**config.mk**
```make
export PLATFORM = sky130hd
export DESIGN_NAME = click_fifo_sync
export DESIGN_NICKNAME = d
export VERILOG_FILES = /design/src/rtl/click_fifo_sync.sv
export SDC_FILE = /design/constraint.sdc
export NUM_CORES = 1
export LEC_CHECK = 0
export ABC_AREA = 1
export BUFFER_PORTS_ARGS = -buffer_cell sky130_fd_sc_hd__buf_2
export CELL_PAD_IN_SITES_DETAIL_PLACEMENT = 1
export CELL_PAD_IN_SITES_GLOBAL_PLACEMENT = 1
export CORE_ASPECT_RATIO = 1.75
export CORE_MARGIN = 4
export CORE_UTILIZATION = 38
export DETAILED_ROUTE_END_ITERATION = 7
export PLACE_DENSITY = 0.82
export SLEW_MARGIN = 20
export SYNTH_ARGS = -nofsm -noshare
export SYNTH_HDL_FRONTEND = slang
export SYNTH_SLANG_ARGS = --single-unit
```
**constraint.sdc**
```tcl
create_clock -name clk -period 1.9 [get_ports clk]
set_clock_uncertainty 0.15 [all_clocks]
set_input_delay 0.095 -clock clk [delete_from_list [all_inputs] [get_ports clk]]
set_output_delay 0.095 -clock clk [all_outputs]
set_load 0.05 [all_outputs]
```
**src/rtl/click_fifo_sync.sv**
```systemverilog
// Clocked FIFO bridging 2-phase (transition-signalled) bundled-data channels.
// DEPTH words in memory plus one held in the out_data launch register.
module click_fifo_sync #(
    parameter int unsigned DATA_W = 2,
    parameter int unsigned DEPTH  = 4,
    parameter int unsigned SYNC   = 2
) (
    input  logic                       clk,
    input  logic                       reset,
    input  logic [DATA_W-1:0]          in_data,
    input  logic                       in_req,
    output logic                       in_ack,
    output logic [DATA_W-1:0]          out_data,
    output logic                       out_req,
    input  logic                       out_ack,
    output logic [$clog2(DEPTH+1)-1:0] count,
    output logic                       full,
    output logic                       empty
);

    localparam int unsigned PTR_W = $clog2(DEPTH);
    localparam int unsigned CNT_W = $clog2(DEPTH + 1);

    logic              req_s;
    logic              ack_s;
    logic              wr_en;
    logic              rd_en;
    logic [PTR_W-1:0]  wr_ptr;
    logic [PTR_W-1:0]  rd_ptr;
    logic [CNT_W-1:0]  count_next;
    logic [DATA_W-1:0] mem [DEPTH];

    generate
        if (SYNC == 0) begin : g_nosync
            assign req_s = in_req;
            assign ack_s = out_ack;
        end else begin : g_sync
            logic [SYNC-1:0] req_chain;
            logic [SYNC-1:0] ack_chain;

            always_ff @(posedge clk or posedge reset) begin
                if (reset) begin
                    req_chain <= '0;
                    ack_chain <= '0;
                end else begin
                    req_chain[0] <= in_req;
                    ack_chain[0] <= out_ack;
                    for (int unsigned i = 1; i < SYNC; i++) begin
                        req_chain[i] <= req_chain[i-1];
                        ack_chain[i] <= ack_chain[i-1];
                    end
                end
            end

            assign req_s = req_chain[SYNC-1];
            assign ack_s = ack_chain[SYNC-1];
        end
    endgenerate

    // Events are level differences between the two phase bits of each channel.
    assign wr_en = (req_s != in_ack) && !full;
    assign rd_en = (out_req == ack_s) && !empty;

    always_comb begin
        count_next = count;
        unique case ({wr_en, rd_en})
            2'b10:   count_next = count + CNT_W'(1);
            2'b01:   count_next = count - CNT_W'(1);
            default: count_next = count;
        endcase
    end

    always_ff @(posedge clk) begin
        if (wr_en) begin
            mem[wr_ptr] <= in_data;
        end
    end

    // empty is registered, so a word written this edge launches on the next one.
    always_ff @(posedge clk or posedge reset) begin
        if (reset) begin
            wr_ptr   <= '0;
            rd_ptr   <= '0;
            in_ack   <= 1'b0;
            out_req  <= 1'b0;
            out_data <= '0;
            count    <= '0;
            full     <= 1'b0;
            empty    <= 1'b1;
        end else begin
            if (wr_en) begin
                wr_ptr <= wr_ptr + PTR_W'(1);
                in_ack <= ~in_ack;
            end
            if (rd_en) begin
                out_data <= mem[rd_ptr];
                rd_ptr   <= rd_ptr + PTR_W'(1);
                out_req  <= ~out_req;
            end
            count <= count_next;
            full  <= (count_next == CNT_W'(DEPTH));
            empty <= (count_next == '0);
        end
    end

endmodule

```
==> results of run 1 <==
routing by layer:
metal	up-vias	track usage
li1	401	-
met4	0	0.0914
met2	11	0.258
met1	415	0.140
met5	-	0
met3	5	0.0244
cell families after synthesis:
family,Yosys count,synth area share
xor gates and xnor gates,4,0.0323
DFF,25,0.614
buffers and inverters,18,0.0622
adders and majority gates,6,0.0760
AOI/OAI and AO/OA,6,0.0276
and+or+nand+nor,49,0.188
critical path: stages, from the launching register on:
cell                      delay, ps
sky130_fd_sc_hd__dfrtp_2        410
sky130_fd_sc_hd__inv_2           70
sky130_fd_sc_hd__nor2_2          40
sky130_fd_sc_hd__nor2_2         100
sky130_fd_sc_hd__nand2_2         70
sky130_fd_sc_hd__inv_2           80
sky130_fd_sc_hd__ha_4           140
sky130_fd_sc_hd__inv_2           40
sky130_fd_sc_hd__fa_2           520
sky130_fd_sc_hd__nand2_2         60
sky130_fd_sc_hd__o21ai_2         70
sky130_fd_sc_hd__nand3_2        100
sky130_fd_sc_hd__nor2_1         130
sequential cells by signal (all words and copies together), names as in the netlist:
name              count
g_sync.ack_chain      2
rd_ptr                2
out_data              2
empty                 1
out_req               1
g_sync.req_chain      2
wr_ptr                2
in_ack                1
count                 3
full                  1
mem                   8
final timing paths:
path                                          startpoint                            end  cells after the start
hold / removal             g_sync.req_chain[0]$_DFF_PP0_  g_sync.req_chain[1]$_DFF_PP0_                      0
max in group asynchronous                          reset             in_ack$_DFFE_PP0P_                      3
setup reg to reg                     out_req$_DFFE_PP0N_                empty$_DFF_PP1_                     12
setup / recovery                     out_req$_DFFE_PP0N_                empty$_DFF_PP1_                     12
min in group asynchronous                          reset  g_sync.ack_chain[1]$_DFF_PP0_                      3
hold reg to reg            g_sync.req_chain[0]$_DFF_PP0_  g_sync.req_chain[1]$_DFF_PP0_                      0
stage by stage:
| step | setup slack (ps) | instances | hold slack (ps) | area, um^2 |
|---|---|---|---|---|
| floorplan | -212 | 108 | -130 | 1130 |
| global placement | -49.8 | 155 | 46.3 | 1280 |
| detailed placement | -162 | 155 | 55.3 | 1280 |
| CTS | -76.1 | 168 | 208 | 1420 |
| global route | -270 | 171 | 228 | 1460 |
| finish | -146 | 171 | 205 | 1460 |
cells in the final DEF, fill, tap and decap left out, types with 4 or more instances in the layout:
master / instances
sky130_fd_sc_hd__edfxtp_1: 8
sky130_fd_sc_hd__nand2_1: 31
sky130_fd_sc_hd__inv_1: 13
sky130_fd_sc_hd__dfrtp_1: 14
sky130_fd_sc_hd__nor2_1: 5
sky130_fd_sc_hd__dlygate4sd3_1: 5
sky130_fd_sc_hd__buf_4: 12
sky130_fd_sc_hd__ha_1: 4
sky130_fd_sc_hd__nand2_2: 5
sky130_fd_sc_hd__inv_2: 5
sky130_fd_sc_hd__buf_2: 14
layout make-up:
cell class / instances / area [um^2] / area share
repair buffers: 32 / 221 / 0.152
flip-flops and latches: 25 / 669 / 0.459
multi-input cells: 65 / 422 / 0.289
clock buffers: 4 / 45.0 / 0.0309
inverters: 18 / 67.6 / 0.0463
well taps: 27 / 33.8 / 0.0232
repair_timing:
item                                    CTS  global route
hold buffers                              5             0
endpoints found under the setup margin    4             4
cloned                                    0             0
hold endpoints to repair                 26             0
buffers inserted                          4             3
resized for setup                         3             8
pin swaps                                 4             3
power breakdown:
| part | switching [mW] | total (mW) | internal (mW) |
|---|---|---|---|
| registers | 0.137 | 0.886 | 0.749 |
| logic | 0.915 | 1.44 | 0.524 |
| clock network | 0.163 | 0.313 | 0.150 |
| total | 1.22 | 2.64 | 1.42 |
==> flow_metrics.tcl, run 1 <==
set metrics [dict create \
    syn_to_final_growth_pct 34.3 \
    routed-via-count 832 \
    ys_types 19 \
    final_core_utilization 0.536 \
    worstSetupPathType "flop to flop" \
    clk_pin_slew_worst_paths_ps 80 \
    syn_area_um2 1090 \
    synth.avg_cell_area_um2 10.1 \
    grt_pass1_wl_um 4170 \
    ys_dominant_reg_cell "sky130_fd_sc_hd__dfrtp_1" \
    layout_min_cycle_time_ps 2050 \
    total_met3_wirelength_after_detailed_routing_um 61 \
    synth-seq-area-share 0.614 \
    highest_layer "met4" \
    fin_tns_setup_ps -290 \
    postRouteWirelength_um 2470 \
    syn-instance-count 108 \
    io_buffer_count 14 \
    regToRegSetupSlack_ps -150 \
    start_util 0.399 \
    timing.final.max_slew_violations 0 \
    rsz0062_at_grt "true" \
    pin_count_of_the_biggest_net_entering_global_routing 18 \
    netlist_top_cells_area "sky130_fd_sc_hd__dfrtp_1 37%, sky130_fd_sc_hd__edfxtp_1 22%, sky130_fd_sc_hd__nand2_1 12%, sky130_fd_sc_hd__inv_1 5.9%, sky130_fd_sc_hd__ha_1 5.8%" \
    vias_per_cell 4.87 \
    number_of_global_route_vias_before_repair 959 \
    drt-pass1-iter-count 4 \
    cts_made_buffers 3 \
    violations "negative setup slack" \
    drt_iter0_drc 7 \
    boundaryPins 15 \
    grt_antenna_before_repair 0 \
    met2RoutedLength_um 1480 \
    timing.max_cap.violations 0 \
    rows 25 \
    overflow 0 \
    ir_drop_v 0.000889 \
    power.total_mw 2.64 \
    chipWidth_um 48.4 \
    layout_worst_path_cycle_share 1.08 \
    synth.top_cell.area_share 0.369 \
    synth_common_cells "36 x sky130_fd_sc_hd__nand2_1, 17 x sky130_fd_sc_hd__inv_1, 16 x sky130_fd_sc_hd__dfrtp_1, 8 x sky130_fd_sc_hd__edfxtp_1, 7 x sky130_fd_sc_hd__nor2_1" \
    count_of_flip_flops_with_a_built_in_enable_after_synthesis 8 \
    postLayoutSetupSlackWorst_ps -146 \
    cp_max_fo 2 \
    syn-num-nets 120 \
    worstSkewPairLatency_ps 270 \
    synth.most_common_cell "sky130_fd_sc_hd__nand2_1" \
    routedWlPerCell_um 14.4 \
    met1Wirelength_um 858 \
    measured_slew_at_the_worst_slew_check_pin_ps 656 \
    design.final.nets 157 \
    timing.max_slew.rel_slack 0.562 \
    h-tree-depth 1 \
    cellLeakagePower_nw 0.721 \
    place.detailed.hpwl_um 1710 \
    cts.root.buffer_cell "sky130_fd_sc_hd__clkbuf_8" \
    ant_cells 0 \
    clock_tree_from_tritoncts "yes" \
    total_of_flip_flops_plus_latches_after_synthesis 25 \
    outcome "finished, violations left" \
    pwr_density_cell_nw_per_um2 1810 \
    fmax_mhz 489 \
    layout_fillers 304 \
    timing.critical_path.to_type "flop" \
    clkSinkCount 25 \
    post_route_cells_drive_above_1_share 0.382 \
    worst_setup_path_start_kind "flop" \
    class_of_the_tightest_hold_or_removal_check "flop to flop" \
    postRouteAntennaNets 0 \
    die_h_um 78.7 \
    fp.coreArea_um2 2720 \
    setup_viol_count_final 4 \
    hold_viol_final 0 \
    critical_path_required_ps 1960 \
    cp.arrival_ps 2110 \
    synthesis.yosys.warnings 0 \
    synth.largest_area_cell "sky130_fd_sc_hd__dfrtp_1" \
    clock_tree.buffer_depth 2 \
    aggregate_global_route_resource_usage 0.141 \
    drc 0 \
    asyncSetResetFlopFracSynth 0.680 \
    global_placer_s_final_weighted_congestion 0.816 \
    die_area_um2 3810 \
]
Note: power is estimated with default switching activity, not from simulation.
==> inputs of run 2 (changes only) <==
PLACE_DENSITY = 0.76   (was 0.82)
==> flow_metrics.tcl, run 2 (same netlist as run 1, synthesis figures left out) <==
set metrics [dict create \
    outcome "finished, violations left" \
    violations "negative setup slack" \
    worstSkewPairLatency_ps 270 \
    pwr_density_cell_nw_per_um2 1880 \
    pin_count_of_the_biggest_net_entering_global_routing 18 \
    global_placer_s_final_weighted_congestion 0.685 \
    postRouteAntennaNets 0 \
    layout_worst_path_cycle_share 1.07 \
    postRouteWirelength_um 2500 \
    layout_min_cycle_time_ps 2040 \
    cts_made_buffers 3 \
    overflow 0 \
    design.final.nets 154 \
    cp.arrival_ps 2100 \
    die_area_um2 3810 \
    aggregate_global_route_resource_usage 0.130 \
    post_route_cells_drive_above_1_share 0.383 \
    drc 0 \
    cp_max_fo 3 \
    syn_to_final_growth_pct 32.3 \
    die_h_um 78.7 \
    gr-usage-met3 0.0244 \
    vias_per_cell 4.80 \
    fp.coreArea_um2 2720 \
    class_of_the_tightest_hold_or_removal_check "flop to flop" \
    top_regs "mem: 8 flops, count: 3 flops" \
    h-tree-depth 1 \
    drt_iter0_drc 7 \
    grt_use_met2 0.243 \
    timing.max_cap.violations 0 \
    most_frequent_cells_in_the_layout "30 x sky130_fd_sc_hd__nand2_1, 14 x sky130_fd_sc_hd__dfrtp_1, 14 x sky130_fd_sc_hd__buf_2, 12 x sky130_fd_sc_hd__inv_1, 9 x sky130_fd_sc_hd__buf_4" \
    io_buffer_count 14 \
    boundaryPins 15 \
    start_util 0.399 \
    clkSinkCount 25 \
    timing.max_slew.rel_slack 0.566 \
    number_of_global_route_vias_before_repair 869 \
    hold_viol_final 0 \
    fmax_mhz 491 \
    mostFrequentLayoutCell "sky130_fd_sc_hd__nand2_1" \
    ant_cells 0 \
    cellLeakagePower_nw 0.704 \
    cts.root.buffer_cell "sky130_fd_sc_hd__clkbuf_8" \
    rsz0062_at_grt "true" \
    grt_pass1_wl_um 3770 \
    ir_drop_v 0.00102 \
    rows 25 \
    regMostFlops "mem" \
    place.detailed.hpwl_um 1730 \
    clk_pin_slew_worst_paths_ps 90 \
    postLayoutSetupSlackWorst_ps -136 \
    critical_path_required_ps 1960 \
    busiest_grt_layer "met2" \
    clock_tree.buffer_depth 2 \
    grtUsageMet1 0.120 \
    largest_reg_flops 8 \
    worst_setup_path_start_kind "flop" \
    layout_fillers 303 \
    holdWs_ps 204 \
    chipWidth_um 48.4 \
    measured_slew_at_the_worst_slew_check_pin_ps 650 \
    timing.critical_path.to_type "flop" \
    grt_antenna_before_repair 0 \
    final_core_utilization 0.528 \
    routedWlPerCell_um 14.9 \
    worstSetupPathType "flop to flop" \
    routed-via-count 807 \
    setup_viol_count_final 4 \
    clock_tree_from_tritoncts "yes" \
    timing.final.max_slew_violations 0 \
    drt-pass1-iter-count 4 \
]
-- run 2: where the power goes --
part,internal [mW],switching (mW),leakage (nW)
Clock,0.150,0.160,0.0228
Sequential,0.749,0.140,0.272
Combinational,0.551,0.952,0.409
-- run 2: path summary, 6_finish.rpt --
| path | start | to | slack [ps] | depth (start not counted) |
|---|---|---|---|---|
| setup / recovery | in_ack$_DFFE_PP0P_ | empty$_DFF_PP1_ | -140 | 9 |
| hold / removal | g_sync.req_chain[0]$_DFF_PP0_ | g_sync.req_chain[1]$_DFF_PP0_ | 200 | 0 |
| setup reg to reg | in_ack$_DFFE_PP0P_ | empty$_DFF_PP1_ | -140 | 9 |
| hold reg to reg | g_sync.req_chain[0]$_DFF_PP0_ | g_sync.req_chain[1]$_DFF_PP0_ | 200 | 0 |
| max in group asynchronous | reset | out_req$_DFFE_PP0N_ | 780 | 3 |
| min in group asynchronous | reset | out_data[0]$_DFFE_PP0N_ | 360 | 3 |
-- run 2: final cells by class --
class                           instances  area (um^2)  share of cell area
Clock buffer                            4         45.0              0.0314
Inverter                               18         67.6              0.0470
Multi-Input combinational cell         65          422               0.294
Sequential cell                        25          669               0.466
Tap cell                               27         33.8              0.0235
Timing Repair Buffer                   29          199               0.139
-- run 2: critical path: stages, from the launching register on --
cell and delay (ps):
sky130_fd_sc_hd__dfrtp_2 430, sky130_fd_sc_hd__or2_4 260, sky130_fd_sc_hd__nand2_8 60, sky130_fd_sc_hd__ha_4 140, sky130_fd_sc_hd__inv_2 50, sky130_fd_sc_hd__fa_2 540, sky130_fd_sc_hd__nand2_2 60, sky130_fd_sc_hd__o21ai_2 70
sky130_fd_sc_hd__nand3_2 110, sky130_fd_sc_hd__nor2_2 110
-- run 2: what timing repair did --
| item | 4_1_cts | 5_1_grt |
|---|---|---|
| resized for setup | 3 | 10 |
| setup endpoints to repair | 4 | 4 |
| pin swaps | 5 | 2 |
| buffers inserted | 2 | 3 |
| hold endpoints to repair | 26 | 0 |
| hold buffers | 5 | 0 |
-- run 2: stage by stage --
| step | cells | TNS (ps) | instance area [um^2] | setup slack (ps) | power [mW] |
|---|---|---|---|---|---|
| floorplan | 108 | -583 | 1130 | -212 | 1.79 |
| finish | 168 | -391 | 1440 | -136 | 2.70 |
| global route | 168 | -755 | 1440 | -233 | 2.89 |
| detailed placement | 154 | -288 | 1270 | -139 | 2.13 |
| CTS | 165 | -154 | 1390 | -80.7 | 2.54 |
| global placement | 154 | -130 | 1270 | -66.2 | 2.06 |
-- run 2: routing by layer --
metal | wire (um) | up-vias | part of all wire
met5 | 0 | - | 0
met4 | 71 | 0 | 0.028
li1 | - | 393 | -
met1 | 864 | 402 | 0.35
met2 | 1520 | 8 | 0.61
met3 | 45 | 4 | 0.018
